$ cat src/rtl/parking_pkg.sv
// Shared types and defaults for the parking-gate controller: FSM state encoding,
// default parameter values and the BCD digit check used by the PIN comparator.
package parking_pkg;

  typedef enum logic [1:0] {
    IDLE     = 2'd0,
    WAIT_PIN = 2'd1,
    OPEN     = 2'd2,
    BLOCKED  = 2'd3
  } state_e;

  localparam int DEF_N_DIGITS     = 4;
  localparam int DEF_MAX_ATTEMPTS = 3;
  localparam int DEF_PIN_TIMEOUT  = 16;
  localparam int DEF_CAPACITY     = 8;

  function automatic logic is_bcd(input logic [3:0] digit);
    return (digit <= 4'd9);
  endfunction

endpackage

$ cat src/rtl/pin_checker.sv
// Combinational PIN comparator: accepts an entry only if every nibble is a valid
// BCD digit and the whole entry matches the stored PIN.
module pin_checker
  import parking_pkg::*;
#(
  parameter int N_DIGITS = DEF_N_DIGITS
) (
  input  logic [4*N_DIGITS-1:0] pin,
  input  logic [4*N_DIGITS-1:0] stored_pin,
  output logic                  pin_ok
);

  logic all_bcd;

  always_comb begin
    all_bcd = 1'b1;
    for (int i = 0; i < N_DIGITS; i++) begin
      all_bcd = all_bcd & is_bcd(pin[4*i +: 4]);
    end
    pin_ok = all_bcd && (pin == stored_pin);
  end

endmodule

$ cat src/rtl/parking_gate_ctrl_param.sv
// Parking-gate controller: PIN-gated entry FSM with attempt limit, entry timeout,
// tailgate detection and lot occupancy tracking. All outputs are registered.
module parking_gate_ctrl_param
  import parking_pkg::*;
#(
  parameter  int N_DIGITS     = DEF_N_DIGITS,
  parameter  int MAX_ATTEMPTS = DEF_MAX_ATTEMPTS,
  parameter  int PIN_TIMEOUT  = DEF_PIN_TIMEOUT,
  parameter  int CAPACITY     = DEF_CAPACITY,
  localparam int OCC_W        = $clog2(CAPACITY + 1),
  localparam int ATT_W        = $clog2(MAX_ATTEMPTS + 1)
) (
  input  logic                  clk,
  input  logic                  rst,
  input  logic                  sensor_vehicule,
  input  logic                  sensor_moved_vehicule,
  input  logic [4*N_DIGITS-1:0] password_input,
  input  logic                  password_valid,
  input  logic [4*N_DIGITS-1:0] correct_password,
  input  logic                  vehicle_exit,
  output logic                  open_gate,
  output logic                  close_gate,
  output logic                  alarm_wrong_pin,
  output logic                  alarm_blocked,
  output logic                  lot_full,
  output logic [OCC_W-1:0]      occupancy,
  output logic [ATT_W-1:0]      attempts
);

  localparam int               TMR_W    = $clog2(PIN_TIMEOUT + 1);
  localparam logic [TMR_W-1:0] TMR_LAST = TMR_W'(PIN_TIMEOUT - 1);
  localparam logic [ATT_W-1:0] ATT_MAX  = ATT_W'(MAX_ATTEMPTS);
  localparam logic [OCC_W-1:0] OCC_MAX  = OCC_W'(CAPACITY);

  state_e             state_q, state_d;
  logic [TMR_W-1:0]   timer_q, timer_d;
  logic [ATT_W-1:0]   attempts_q, attempts_d;
  logic [OCC_W-1:0]   occ_q, occ_d;
  logic               alarm_wrong_q, alarm_wrong_d;
  logic               alarm_blocked_q, alarm_blocked_d;
  logic               open_gate_q, open_gate_d;
  logic               close_gate_q, close_gate_d;
  logic               lot_full_q, lot_full_d;
  logic               entry_inc;
  logic               pin_ok;

  pin_checker #(
    .N_DIGITS (N_DIGITS)
  ) u_pin_checker (
    .pin        (password_input),
    .stored_pin (correct_password),
    .pin_ok     (pin_ok)
  );

  always_comb begin
    state_d       = state_q;
    timer_d       = timer_q;
    attempts_d    = attempts_q;
    alarm_wrong_d = alarm_wrong_q;
    entry_inc     = 1'b0;

    case (state_q)
      IDLE: begin
        if (sensor_vehicule && !sensor_moved_vehicule && (occ_q < OCC_MAX)) begin
          state_d = WAIT_PIN;
          timer_d = '0;
        end
      end
      WAIT_PIN: begin
        timer_d = timer_q + 1'b1;
        // A strobe in the same cycle wins over both timeout and sensor drop.
        if (password_valid) begin
          if (pin_ok) begin
            state_d       = OPEN;
            attempts_d    = '0;
            alarm_wrong_d = 1'b0;
          end else begin
            attempts_d    = attempts_q + 1'b1;
            alarm_wrong_d = 1'b1;
            timer_d       = '0;
            if (attempts_d == ATT_MAX) begin
              state_d = BLOCKED;
            end
          end
        end else if ((timer_q == TMR_LAST) || !sensor_vehicule) begin
          state_d = IDLE;
        end
      end
      OPEN: begin
        // Both sensors at once means a second car is tailgating the first.
        if (sensor_moved_vehicule) begin
          entry_inc = 1'b1;
          state_d   = sensor_vehicule ? BLOCKED : IDLE;
        end
      end
      BLOCKED: begin
        if (password_valid && pin_ok) begin
          state_d       = IDLE;
          attempts_d    = '0;
          alarm_wrong_d = 1'b0;
        end
      end
      default: state_d = IDLE;
    endcase

    occ_d = occ_q;
    if (entry_inc && !vehicle_exit) begin
      occ_d = occ_q + 1'b1;
    end else if (!entry_inc && vehicle_exit && (occ_q != '0)) begin
      occ_d = occ_q - 1'b1;
    end

    open_gate_d     = (state_d == OPEN);
    close_gate_d    = ~open_gate_d;
    alarm_blocked_d = (state_d == BLOCKED);
    lot_full_d      = (occ_d == OCC_MAX);
  end

  always_ff @(posedge clk) begin
    if (rst) begin
      state_q         <= IDLE;
      timer_q         <= '0;
      attempts_q      <= '0;
      occ_q           <= '0;
      alarm_wrong_q   <= 1'b0;
      alarm_blocked_q <= 1'b0;
      open_gate_q     <= 1'b0;
      close_gate_q    <= 1'b1;
      lot_full_q      <= 1'b0;
    end else begin
      state_q         <= state_d;
      timer_q         <= timer_d;
      attempts_q      <= attempts_d;
      occ_q           <= occ_d;
      alarm_wrong_q   <= alarm_wrong_d;
      alarm_blocked_q <= alarm_blocked_d;
      open_gate_q     <= open_gate_d;
      close_gate_q    <= close_gate_d;
      lot_full_q      <= lot_full_d;
    end
  end

  assign open_gate       = open_gate_q;
  assign close_gate      = close_gate_q;
  assign alarm_wrong_pin = alarm_wrong_q;
  assign alarm_blocked   = alarm_blocked_q;
  assign lot_full        = lot_full_q;
  assign occupancy       = occ_q;
  assign attempts        = attempts_q;

endmodule

$ cat config.mk
export PLATFORM = sky130hd
export DESIGN_NAME = parking_gate_ctrl_param
export DESIGN_NICKNAME = d
export VERILOG_FILES = /design/src/rtl/parking_pkg.sv /design/src/rtl/pin_checker.sv /design/src/rtl/parking_gate_ctrl_param.sv
export SDC_FILE = /design/constraint.sdc
export NUM_CORES = 1
export LEC_CHECK = 0
export CORE_MARGIN = 4
export CORE_UTILIZATION = 31
export CTS_CLUSTER_DIAMETER = 30
export DETAILED_ROUTE_END_ITERATION = 6
export PLACE_DENSITY_LB_ADDON = 0.15
export SYNTH_ARGS = -nofsm -noshare
export SYNTH_HDL_FRONTEND = slang
export SYNTH_SLANG_ARGS = --single-unit
$ cat constraint.sdc
create_clock -name clk -period 2.6 [get_ports clk]
set_clock_uncertainty 0.15 [all_clocks]
set_input_delay 0.52 -clock clk [delete_from_list [all_inputs] [get_ports clk]]
set_output_delay 0.52 -clock clk [all_outputs]
set_load 0.1 [all_outputs]
# [Word level (Yosys, flattened, before mapping)]
# Index checks and enable logic that the tools add are counted.
# Widths: inputs -> output; s select.
[word_totals] ff_bits=18 latch_bits=0 ramBits=0 mem_bits_ro=0 out_inout_bits=11 elab_cells=77 n_memories=0
[op_classes] n_addsub=4 n_mul=0 div=0 n_lt_le_gt_ge=5 n_eq_ne=12 shift=0 muxes=25 n_bitwise=4 reduce_logical=18
[ops] op="$mux 2" count=11
[ops] op="$eq 16x16->1" count=1
[ops] op="$le 4x4->1 const B" count=4
[ops] op="$mux 5" count=3
[ops] op="$eq 2x2->1 const B" count=5
[ops] op="$pmux 5 s2" count=1
[ops] op="$mux 4" count=2
[ops] op="$pmux 2 s4" count=1
[ops] op="$logic_and 1x1->1" count=7
[ops] op="$ne 2x2->1 const B" count=3
[ops] op="$add 5x1->5 const B" count=1
[ops] op="$eq 5x4->1 const B" count=1
[ops] op="$mux 1" count=5
[ops] op="$add 4x1->4 const B" count=1
[ops] op="$eq 4x4->1 const B" count=1
[ops] op="$logic_not 1->1" count=4
[ops] op="$lt 4x4->1 const B" count=1
[ops] op="$pmux 2 s2" count=1
[ops] op="$reduce_bool 2->1" count=2
[ops] op="$reduce_bool 4->1" count=1
[ops] op="$sub 4x1->4 const B" count=1
[ops] op="$and 1x1->1" count=3
[ops] op="$reduce_and 3->1" count=1
[ops] op="$add 2x1->2 const B" count=1
[ops] op="6 further kinds" count=6

# [Longest topological paths before layout]
# Gate-level depths: netlist of run 1.
[logic_depth] word_depth=10 mapped_depth=8 ltp_nobuf=8

# [By module]
# From an unflattened synthesis of run 1, not the netlist that was laid out.
[hier_totals] hier_cells=155 area_unflattened_um2=1302.5
[modules_own_cells] mod="parking_gate_ctrl_param" instances=1 cells_each=125 area_per_inst_um2=1069.8 seq_area_each_um2=360.3
[modules_own_cells] mod="pin_checker" instances=1 cells_each=30 area_per_inst_um2=232.7 seq_area_each_um2=0.0

# [Worst setup path after synthesis of run 1]
# OpenSTA, ideal clock, no wires.
[synth_timing] kind="flip-flop to flip-flop" startpoint="register occ_q[0], in the netlist occupancy[0]" endpoint="register lot_full_q, in the netlist lot_full" setup_time_ns=0.116 arrival_ns=2.099 required_time_ns=2.334 slack_ns=0.234 path_stages_with_launch=7 path_cell_list="dfxtp_1 > inv_1 > ha_1 > or2_0 > mux2i_1 > a211oi_1 > o211a_1"
[synth_via] elab_chain_len=5 word_cells_on_any_way=7 cone_classes="2 x add/sub; 1 x eq/ne; 2 x mux; 2 x reduce/logical"
[synth_rtl] element="start: declaration" line_no="parking_gate_ctrl_param.sv:38" text="logic [OCC_W-1:0] occ_q, occ_d;"
[synth_rtl] element="start signal: assignment" line_no="parking_gate_ctrl_param.sv:124" text="occ_q <= '0;"
[synth_rtl] element="start signal: assignment" line_no="parking_gate_ctrl_param.sv:134" text="occ_q <= occ_d;"
[synth_rtl] element="branches (longest 3 deep; another with $sub 4x1->4)"
[synth_rtl] element="$mux 4 (*)" line_no="parking_gate_ctrl_param.sv:107" text="if (entry_inc && !vehicle_exit) begin"
[synth_rtl] element="$eq 4x4->1 (*)" line_no="parking_gate_ctrl_param.sv:116" text="lot_full_d = (occ_d == OCC_MAX);"
[synth_rtl] element="end signal: assignment" line_no="parking_gate_ctrl_param.sv:139" text="lot_full_q <= lot_full_d;"
[synth_rtl] element="end: declaration" line_no="parking_gate_ctrl_param.sv:43" text="logic lot_full_q, lot_full_d;"
# Every way passes the cells marked *.
# A chain may end at the register's enable or synchronous reset.

# [Worst setup path in the final report of run 1]
[layout_timing] startpoint="input port password_input[6]" endpoint="register close_gate_q, in the netlist close_gate"
[layout_via] elab_chain_len=10 word_cells_on_any_way=13 cone_classes="1 x order compare; 2 x eq/ne; 4 x mux; 4 x bitwise; 2 x reduce/logical"
[layout_rtl] element="start: declaration" line_no="parking_gate_ctrl_param.sv:17" text="input logic [4*N_DIGITS-1:0] password_input,"
[layout_rtl] element="$le 4x4->1" line_no="parking_pkg.sv:18" text="return (digit <= 4'd9);"
[layout_rtl] element="$and 1x1->1 (3 in a row)" line_no="pin_checker.sv:18" text="all_bcd = all_bcd & is_bcd(pin[4*i +: 4]);"
[layout_rtl] element="$logic_and 1x1->1 (*)" line_no="pin_checker.sv:20" text="pin_ok = all_bcd && (pin == stored_pin);"
[layout_rtl] element="$mux 2 or $logic_and 1x1->1 (tied branches)" line_no="parking_gate_ctrl_param.sv:73, parking_gate_ctrl_param.sv:97"
[layout_rtl] element="$mux 2, on equally long branches" line_no="parking_gate_ctrl_param.sv:72, parking_gate_ctrl_param.sv:97"
[layout_rtl] element="$pmux 2 s4 (*)" line_no="parking_gate_ctrl_param.sv:62" text="case (state_q)"
[layout_rtl] element="$eq 2x2->1 (*)" line_no="parking_gate_ctrl_param.sv:113" text="open_gate_d = (state_d == OPEN);"
[layout_rtl] element="$not 1->1 (*)" line_no="parking_gate_ctrl_param.sv:114" text="close_gate_d = ~open_gate_d;"
[layout_rtl] element="end signal: assignment" line_no="parking_gate_ctrl_param.sv:138" text="close_gate_q <= close_gate_d;"
[layout_rtl] element="end: declaration" line_no="parking_gate_ctrl_param.sv:42" text="logic close_gate_q, close_gate_d;"
# Mark *: on every way between the ends. The rest lies on a longest branch, timed or not.

==> results of run 1 <==
-- path summary, 6_finish.rpt --
path | start | endpoint | slack [ns] | cells past startpoint
max reg2reg | timer_q[0] | state_q[0] | 0.65 | 8
max | password_input[6] | close_gate | 0.36 | 6
min | timer_q[4] | timer_q[4] | 0.33 | 2
min reg2reg | timer_q[4] | timer_q[4] | 0.33 | 2
-- final cells by class --
cell class                      instances  area [um^2]  share of cell area [%]
Clock buffer                            3         41.3                    2.30
Inverter                                8         30.0                    1.67
Multi-Input combinational cell        118          833                    46.5
Sequential cell                        18          360                    20.1
Tap cell                               48         60.1                    3.35
Timing Repair Buffer                   50          468                    26.1
-- per-stage QoR --
stage / worst slack (ns) / cell area, um^2 / hold slack (ns) / total power [W] / std cells
6_report: 0.364 / 1790 / 0.326 / 0.00110 / 245
5_1_grt: 0.245 / 1790 / 0.359 / 0.00118 / 245
4_1_cts: 0.370 / 1790 / 0.332 / 0.00111 / 245
3_5_place_dp: 0.104 / 1750 / 0.322 / 0.000916 / 242
3_3_place_gp: 0.139 / 1750 / 0.316 / 0.000906 / 242
2_1_floorplan: 0.234 / 1240 / 0.296 / 0.000761 / 148
-- state kept, by name, summed over array words and instances, names as in the netlist --
register	cells
state_q	2
lot_full	1
open_gate	1
occupancy	4
alarm_blocked	1
attempts	2
alarm_wrong_pin	1
timer_q	5
close_gate	1
-- layer usage --
metal	track usage (%)	up-vias	share of wire (%)
met5	0	-	0
met4	2.09	0	0.88
met3	3.79	4	4.4
met2	23.3	22	51
met1	16.2	581	44
li1	-	648	-
-- power breakdown --
group / switching (W) / total, W / internal (W) / leakage (nW)
registers: 0.0000437 / 0.000351 / 0.000307 / 0.146
clock network: 0.0000870 / 0.000190 / 0.000103 / 0.0216
logic: 0.000349 / 0.000558 / 0.000209 / 0.541
-- synthesized netlist by cell type (all sizes together), types with 3 or more instances --
cell type / n / area (um^2)
or2: 3 / 18.8
nand3: 7 / 35.0
nand2: 14 / 52.6
buf: 3 / 17.5
ha: 5 / 62.6
nand4: 7 / 43.8
and2: 3 / 18.8
inv: 8 / 30.0
xnor2: 16 / 140
o31ai: 3 / 22.5
nor2: 8 / 32.5
and4bb: 3 / 37.5
a21oi: 6 / 30.0
a211oi: 3 / 22.5
dfxtp: 18 / 360
o21ai: 11 / 55.1
-- critical path, stage by stage --
cell and delay [ns]:
clkdlybuf4s50_1 0.52, xnor2_1 0.13, nand4_1 0.16, nor3_4 0.41
a31oi_1 0.20, a211o_1 0.29
-- cells by family (layout without fill, tap and decap cells) --
group,count (synthesis),count (layout),synth area share [%]
buffers and inverters,12,61,4.12
AOI/OAI and AO/OA,39,39,22.3
DFF,18,18,28.9
and+or+nand+nor,55,55,26.1
adders and majority gates,5,5,5.03
xor gates and xnor gates,18,18,12.7
muxes,1,1,0.804
==> results.toml, run 1 <==
[status]
status = "finished, final reports clean"

[power]
p_per_area_nw_per_um2 = 612
power.leakage_nw = 0.709
ir_drop_uv = 427

[global_route]
grt_max_degree = 13
overflow = 0
grt_pass1_vias = 1182
grt.total_usage_pct = 13.2
grt_pass1_wl_um = 5530
antenna_found_initial = 0

[yosys]
synth.yosys.seq_area_share_pct = 28.9
ys_types = 45
syn-cell-area_um2 = 1240
synth-edff-count = 0
synth-seq-cells = 18
avgSynthCellArea_um2 = 8.41
synth_async_sr_flop_share_pct = 0
synth_cells = 148
synthFlopType = "dfxtp_1"
syn-num-nets = 191
ys_warn_count = 0

[detailed_routing]
wl_per_cell_um = 13.4
vias = 1255
wirelength_um = 3280
avgViaCountPerCell = 5.12
drt_iter0_markers = 31
ant_nets = 0
drc = 0
firstDrtPassIters = 4

[die]
start_util_pct = 33.0
fp.dieW_um = 71.4
coreArea_um2 = 3770
io_pins = 49
fp.dieH_um = 71.4
die_area_um2 = 5090
rows = 22

[cells_and_area]
layout_common_cells = "37 x clkdlybuf4s50_1, 18 x dfxtp_1, 16 x xnor2_1"
fin_util_pct = 47.5
fillers = 380
fin_nets = 242
antennaDiodeCount = 0
area_growth_pct = 44.0
mostFrequentLayoutCell = "clkdlybuf4s50_1"
drive_gt1_share_pct = 13.7

[worst_setup_path]
start_kind = "input port"
cp.arrival_ns = 2.23
cp_max_fo = 8
crit_path_end_kind = "flop"
worstSetupPathType = "in2reg"
cp.required_ns = 2.59

[cts]
postCtsHoldBufs = 0
cts_setup_buffers = 0
cts_buffers = 3
cts_tree = "yes"
cts_root_buffer = "clkbuf_8"
htreeDepth = 1
clock_path_buffers = 2
ctsResizeCount = 0
clock_sinks = 18
clk_pin_slew_ns = 0.06
insertion_delay_ns = 0.25

[sta]
rsz0062_at_grt = "false"
tns_ns = 0
fmax_mhz = 447
slew_violations = 0
tightest_slew_ns = 0.450
hold_viol = 0
fin_crit_sh_pct = 86.0
setup_viol = 0
min_period_ns = 2.24
relSlewSlack_pct = 69.6

[place]
gp_congestion = 0.803
dp.final_hpwl_um = 2710
port_buffers = 48

[flow_run]
cap_violations = 0

[hold_path]
hp-class = "reg2reg"
No activity file was read; power rests on OpenSTA's default activity.
==> inputs of run 2 (changes only) <==
--- a/config.mk
+++ b/config.mk
@@ -10,6 +10,8 @@
 export CTS_CLUSTER_DIAMETER = 30
 export DETAILED_ROUTE_END_ITERATION = 6
 export PLACE_DENSITY_LB_ADDON = 0.15
+export RECOVER_POWER = 50
+export SLEW_MARGIN = 20
 export SYNTH_ARGS = -nofsm -noshare
 export SYNTH_HDL_FRONTEND = slang
 export SYNTH_SLANG_ARGS = --single-unit
==> run 2 against run 1 <==
  * Sequential share of layout area increased by 0.43 points
  * Critical endpoint unchanged
  * Die area unchanged
  * Core utilization decreased by 1.0 points
  * Critical path type unchanged
  * Largest cell class unchanged
  * Cell area decreased by 2.1%
==> results.toml, run 2 (synthesis results as in run 1) <==
[status]
status = "finished, final reports clean"

[sta]
fin_crit_sh_pct = 86.0
whs_ns = 0.326
setup_viol = 0
setup_slack_ns = 0.363
relSlewSlack_pct = 19.0
tns_ns = 0
fmax_mhz = 447
rsz0062_at_grt = "false"
slew_violations = 0
min_period_ns = 2.24
hold_viol = 0
tightest_slew_ns = 1.22

[cts]
insertion_delay_ns = 0.25
postCtsHoldBufs = 0
ctsResizeCount = 0
htreeDepth = 1
cts_setup_buffers = 0
clock_sinks = 18
clk_pin_slew_ns = 0.06
cts_root_buffer = "clkbuf_8"
cts_tree = "yes"
cts_buffers = 3
clock_path_buffers = 2

[worst_setup_path]
cp_max_fo = 8
r2r-end = "state_q[0]"
r2r_slack_ns = 0.65
start_kind = "input port"
endpoint = "close_gate"
r2r-start = "timer_q[0]"
cp.arrival_ns = 2.23
crit_path_end_kind = "flop"
cp.required_ns = 2.59
worstSetupPathType = "in2reg"
reg2reg_depth = 8
startpoint = "password_input[6]"

[place]
port_buffers = 48
dp.final_hpwl_um = 2710
gp_congestion = 0.803
place_area_um2 = 1750
preCtsSetupSlack_ns = 0.104

[detailed_routing]
vias = 1258
drt_iter0_markers = 24
drc = 0
wirelength_um = 3280
avgViaCountPerCell = 5.13
ant_nets = 0
wl_per_cell_um = 13.4
firstDrtPassIters = 4

[power]
power.leakage_nw = 0.674
ir_drop_uv = 435
p_per_area_nw_per_um2 = 614

[cells_and_area]
finalInstanceArea_um2 = 1760
largest_reg_flops = 5
layout_common_cells = "35 x clkdlybuf4s50_1, 18 x dfxtp_1, 16 x xnor2_1"
fin_nets = 242
fin_util_pct = 46.5
antennaDiodeCount = 0
regMostFlops = "timer_q"
area_growth_pct = 41.0
mostFrequentLayoutCell = "clkdlybuf4s50_1"
drive_gt1_share_pct = 9.64

[die]
io_pins = 49
fp.dieW_um = 71.4
die_area_um2 = 5090
rows = 22
start_util_pct = 33.0
coreArea_um2 = 3770
fp.dieH_um = 71.4

[global_route]
grt.total_usage_pct = 13.2
overflow = 0
grt_max_degree = 13
antenna_found_initial = 0
grt_pass1_vias = 1182
grt_pass1_wl_um = 5530

[hold_path]
worstHoldPathCells = 2
hp-class = "reg2reg"

[flow_run]
cap_violations = 0
## run 2: metal layers
metal	track usage [%]	part of all wire [%]
met1	16.2	44
met2	23.3	51
met3	3.79	4.5
met4	2.09	0.88
met5	0	0
## run 2: stage by stage
| step | total power (W) | instances |
|---|---|---|
| 6_report | 0.00108 | 245 |
| 5_1_grt | 0.00116 | 245 |
| 4_1_cts | 0.00111 | 245 |
| 3_5_place_dp | 0.000916 | 242 |
| 3_3_place_gp | 0.000906 | 242 |
| 2_1_floorplan | 0.000761 | 148 |
## run 2: final cells by class
class	count	area, um^2
fillers	392	2020
multi-input cells	118	833
repair buffers	50	430
flip-flops and latches	18	360
well taps	48	60.1
clock buffers	3	41.3
inverters	8	30.0
## run 2: where the power goes
| group | total [W] | internal [W] | switching, W | leakage [nW] |
|---|---|---|---|---|
| clock network | 0.000190 | 0.000103 | 0.0000871 | 0.0216 |
| registers | 0.000350 | 0.000307 | 0.0000433 | 0.146 |
| logic | 0.000538 | 0.000189 | 0.000349 | 0.507 |
## run 2: worst min path at each step
stage,from,slack [ns],end
floorplan,timer_q[4],0.30,timer_q[4]
global placement,timer_q[4],0.32,timer_q[4]
detailed placement,timer_q[4],0.32,timer_q[4]
CTS,timer_q[4],0.33,timer_q[4]
global route,timer_q[1],0.36,timer_q[1]
finish,timer_q[4],0.33,timer_q[4]
## run 2: worst max-delay path: stages
cell and delay (ns):
clkdlybuf4s50_1 0.52, xnor2_1 0.13, nand4_1 0.16, nor3_4 0.41
a31oi_1 0.20, a211o_1 0.29
==> inputs of run 3 (changes only) <==
--- a/config.mk
+++ b/config.mk
@@ -5,7 +5,7 @@
 export SDC_FILE = /design/constraint.sdc
 export NUM_CORES = 1
 export LEC_CHECK = 0
-export CORE_MARGIN = 4
+export CORE_MARGIN = 2
 export CORE_UTILIZATION = 31
 export CTS_CLUSTER_DIAMETER = 30
 export DETAILED_ROUTE_END_ITERATION = 6
@@ -14,4 +14,5 @@
 export SLEW_MARGIN = 20
 export SYNTH_ARGS = -nofsm -noshare
 export SYNTH_HDL_FRONTEND = slang
+export SYNTH_HIERARCHICAL = 1
 export SYNTH_SLANG_ARGS = --single-unit
==> run 3 against run 2 <==
  * Total power is 25% lower
  * Critical path depth is 3 higher
  * Flip-flop and latch count stayed put
  * Cell area is 8.8% higher
  * Non-clock buffer count is 5 higher
  * Via count is 6.2% higher
  * Wire length is 8.5% higher
  * Combinational power is 50% lower
  * Synthesized cell count is 4.7% higher
  * Critical path type unchanged
  * Highest routed layer unchanged
==> results.toml, run 3 <==
[cts]
clock_path_buffers = 2
cts_buffers = 3
clock_sinks = 18
cts_tree = "yes"
cts_root_buffer = "clkbuf_8"
insertion_delay_ns = 0.25
clk_pin_slew_ns = 0.07
postCtsHoldBufs = 0
htreeDepth = 1

[sta]
slew_violations = 0
rsz0062_at_grt = "false"
fin_crit_sh_pct = 94.9
hold_viol = 0
fmax_mhz = 405
tightest_slew_ns = 1.20
min_period_ns = 2.47
relSlewSlack_pct = 20.6
setup_viol = 0

[yosys]
synth_top_area_share_pct = 27.7
synthFlopType = "dfxtp_1"
synth-edff-count = 0
syn-num-nets = 198
synth_cells = 155
yosysMostFrequentCell = "dfxtp_1"
synth_commonest_cells = "18 x dfxtp_1, 13 x nor2_1, 10 x inv_1, 10 x nor3_1, 8 x xor2_1"
synth_top_area_cell = "dfxtp_1"
synth_async_sr_flop_share_pct = 0
ys_types = 55
avgSynthCellArea_um2 = 8.40
synth-seq-cells = 18
syn-cell-area_um2 = 1300
ys_top_cells_by_area = "dfxtp_1 28%, xor2_1 5.4%, ha_1 4.8%"
synth.yosys.seq_area_share_pct = 27.7
ys_warn_count = 6

[status]
status = "finished, final reports clean"

[place]
dp.final_hpwl_um = 2690
gp_congestion = 0.817
port_buffers = 48
dp_cells = 251

[power]
swShare_pct = 34.5
pwr-share-comb_pct = 33.4
ir_drop_uv = 413
intPower_w = 0.000529
clockPowerShare_pct = 28.3
netSwitchingPower_w = 0.000278
power.leakage_nw = 0.795
power_frac_seq_pct = 38.3
p_per_area_nw_per_um2 = 423

[detailed_routing]
drt_iter0_markers = 73
ant_nets = 0
firstDrtPassIters = 4
wl_per_cell_um = 13.8
drc = 0
vias = 1336
avgViaCountPerCell = 5.18
wirelength_um = 3560

[cells_and_area]
antennaDiodeCount = 0
instances_no_fill = 258
layout_common_cells = "19 x clkdlybuf4s50_1, 18 x dfxtp_1, 14 x dlygate4sd2_1"
drive_gt1_share_pct = 16.8
mostFrequentLayoutCell = "clkdlybuf4s50_1"
largest_reg_flops = 5
regMostFlops = "timer_q"
fillers = 412
area_growth_pct = 46.6
fin_nets = 252
fin_util_pct = 47.4

[worst_setup_path]
worstSetupPathType = "in2reg"
critical_path.max_stage_delay_ns = 0.42
cp.required_ns = 2.59
cp.arrival_ns = 2.46
crit_path_end_kind = "flop"
start_kind = "input port"
cp_max_fo = 4
crit_chain = "clkdlybuf4s50_1 > xor2_1 > a221oi_2 > o21ai_1 > nor4_4 > and2_4 > o21ai_2 > a22o_1 > a211o_1"
cp_slowest_cell = "clkdlybuf4s50_1"

[die]
coreArea_um2 = 4030
fp.dieW_um = 68.8
start_util_pct = 32.3
rows = 23
fp.dieH_um = 68.8
die_area_um2 = 4740
io_pins = 49

[global_route]
grt.total_usage_pct = 15.9
grt_pass1_vias = 1278
overflow = 0
grt_pass1_wl_um = 5710
grt_max_degree = 18
antenna_found_initial = 0

[flow_run]
cap_violations = 0

[hold_path]
hp-class = "reg2reg"
[run 3: path summary, 6_finish.rpt]
path	startpoint	end	slack [ns]	cells past startpoint
max	password_input[4]	close_gate	0.13	9
min	attempts[1]	attempts[1]	0.38	2
max reg2reg	state_q[1]	lot_full	0.62	4
min reg2reg	attempts[1]	attempts[1]	0.38	2
[run 3: final cells by class]
cell class | instances | area (um^2) | share of cell area, %
Clock buffer | 4 | 55.1 | 2.88
Tap cell | 50 | 62.6 | 3.28
Inverter | 12 | 45.0 | 2.36
Sequential cell | 18 | 360 | 18.9
Multi-Input combinational cell | 119 | 923 | 48.4
Timing Repair Buffer | 55 | 463 | 24.2
[run 3: power groups by stage]
stage	logic, W	clock network [W]	registers, W
after global routing	0.000291	0.000250	0.000311
after detailed placement	0.000273	0	0.000315
after CTS	0.000269	0.000241	0.000309
final	0.000270	0.000228	0.000309
after global placement	0.000267	0	0.000313
after floorplan	0.000107	0	0.000375
[run 3: metrics by stage]
| step | power [W] | setup TNS (ns) | hold slack (ns) | setup WS [ns] | cell area (um^2) |
|---|---|---|---|---|---|
| after floorplan | 0.000482 | 0 | 0.327 | 0.214 | 1300 |
| after global placement | 0.000580 | -1.46 | 0.346 | -0.250 | 1810 |
| after detailed placement | 0.000588 | -2.58 | 0.358 | -0.359 | 1810 |
| after CTS | 0.000819 | 0 | 0.376 | 0.00653 | 1880 |
| after global routing | 0.000852 | 0 | 0.414 | 0.00472 | 1910 |
| final | 0.000807 | 0 | 0.377 | 0.133 | 1910 |
[run 3: metal layers]
metal,track usage [%],wire length [um]
met4,2.70,10
met5,0,0
met3,3.73,132
met1,19.6,1540
met2,28.4,1870
[run 3: what timing repair did]
action / CTS / global route
pin swaps: 8 / 6
setup endpoints to repair: 3 / 12
buffers inserted: 2 / 1
endpoints found under the hold margin: 0 / 0
resized for setup: 20 / 15
[run 3: logic make-up (layout without fill, tap and decap cells)]
family	after synthesis	after routing	share of synthesized area [%]
fa+ha+maj	5	5	4.80
xor+xnor	11	11	7.40
flops	18	18	27.7
simple gates	62	62	30.6
mux	3	3	2.31
buf+inv	18	71	6.44
compound gates	38	38	20.8
[run 3: critical path, delay by kind of cell]
family,cells,cell delay [ns]
compound gates,5,0.85
xor+xnor,1,0.18
buf+inv,1,0.42
simple gates,2,0.50
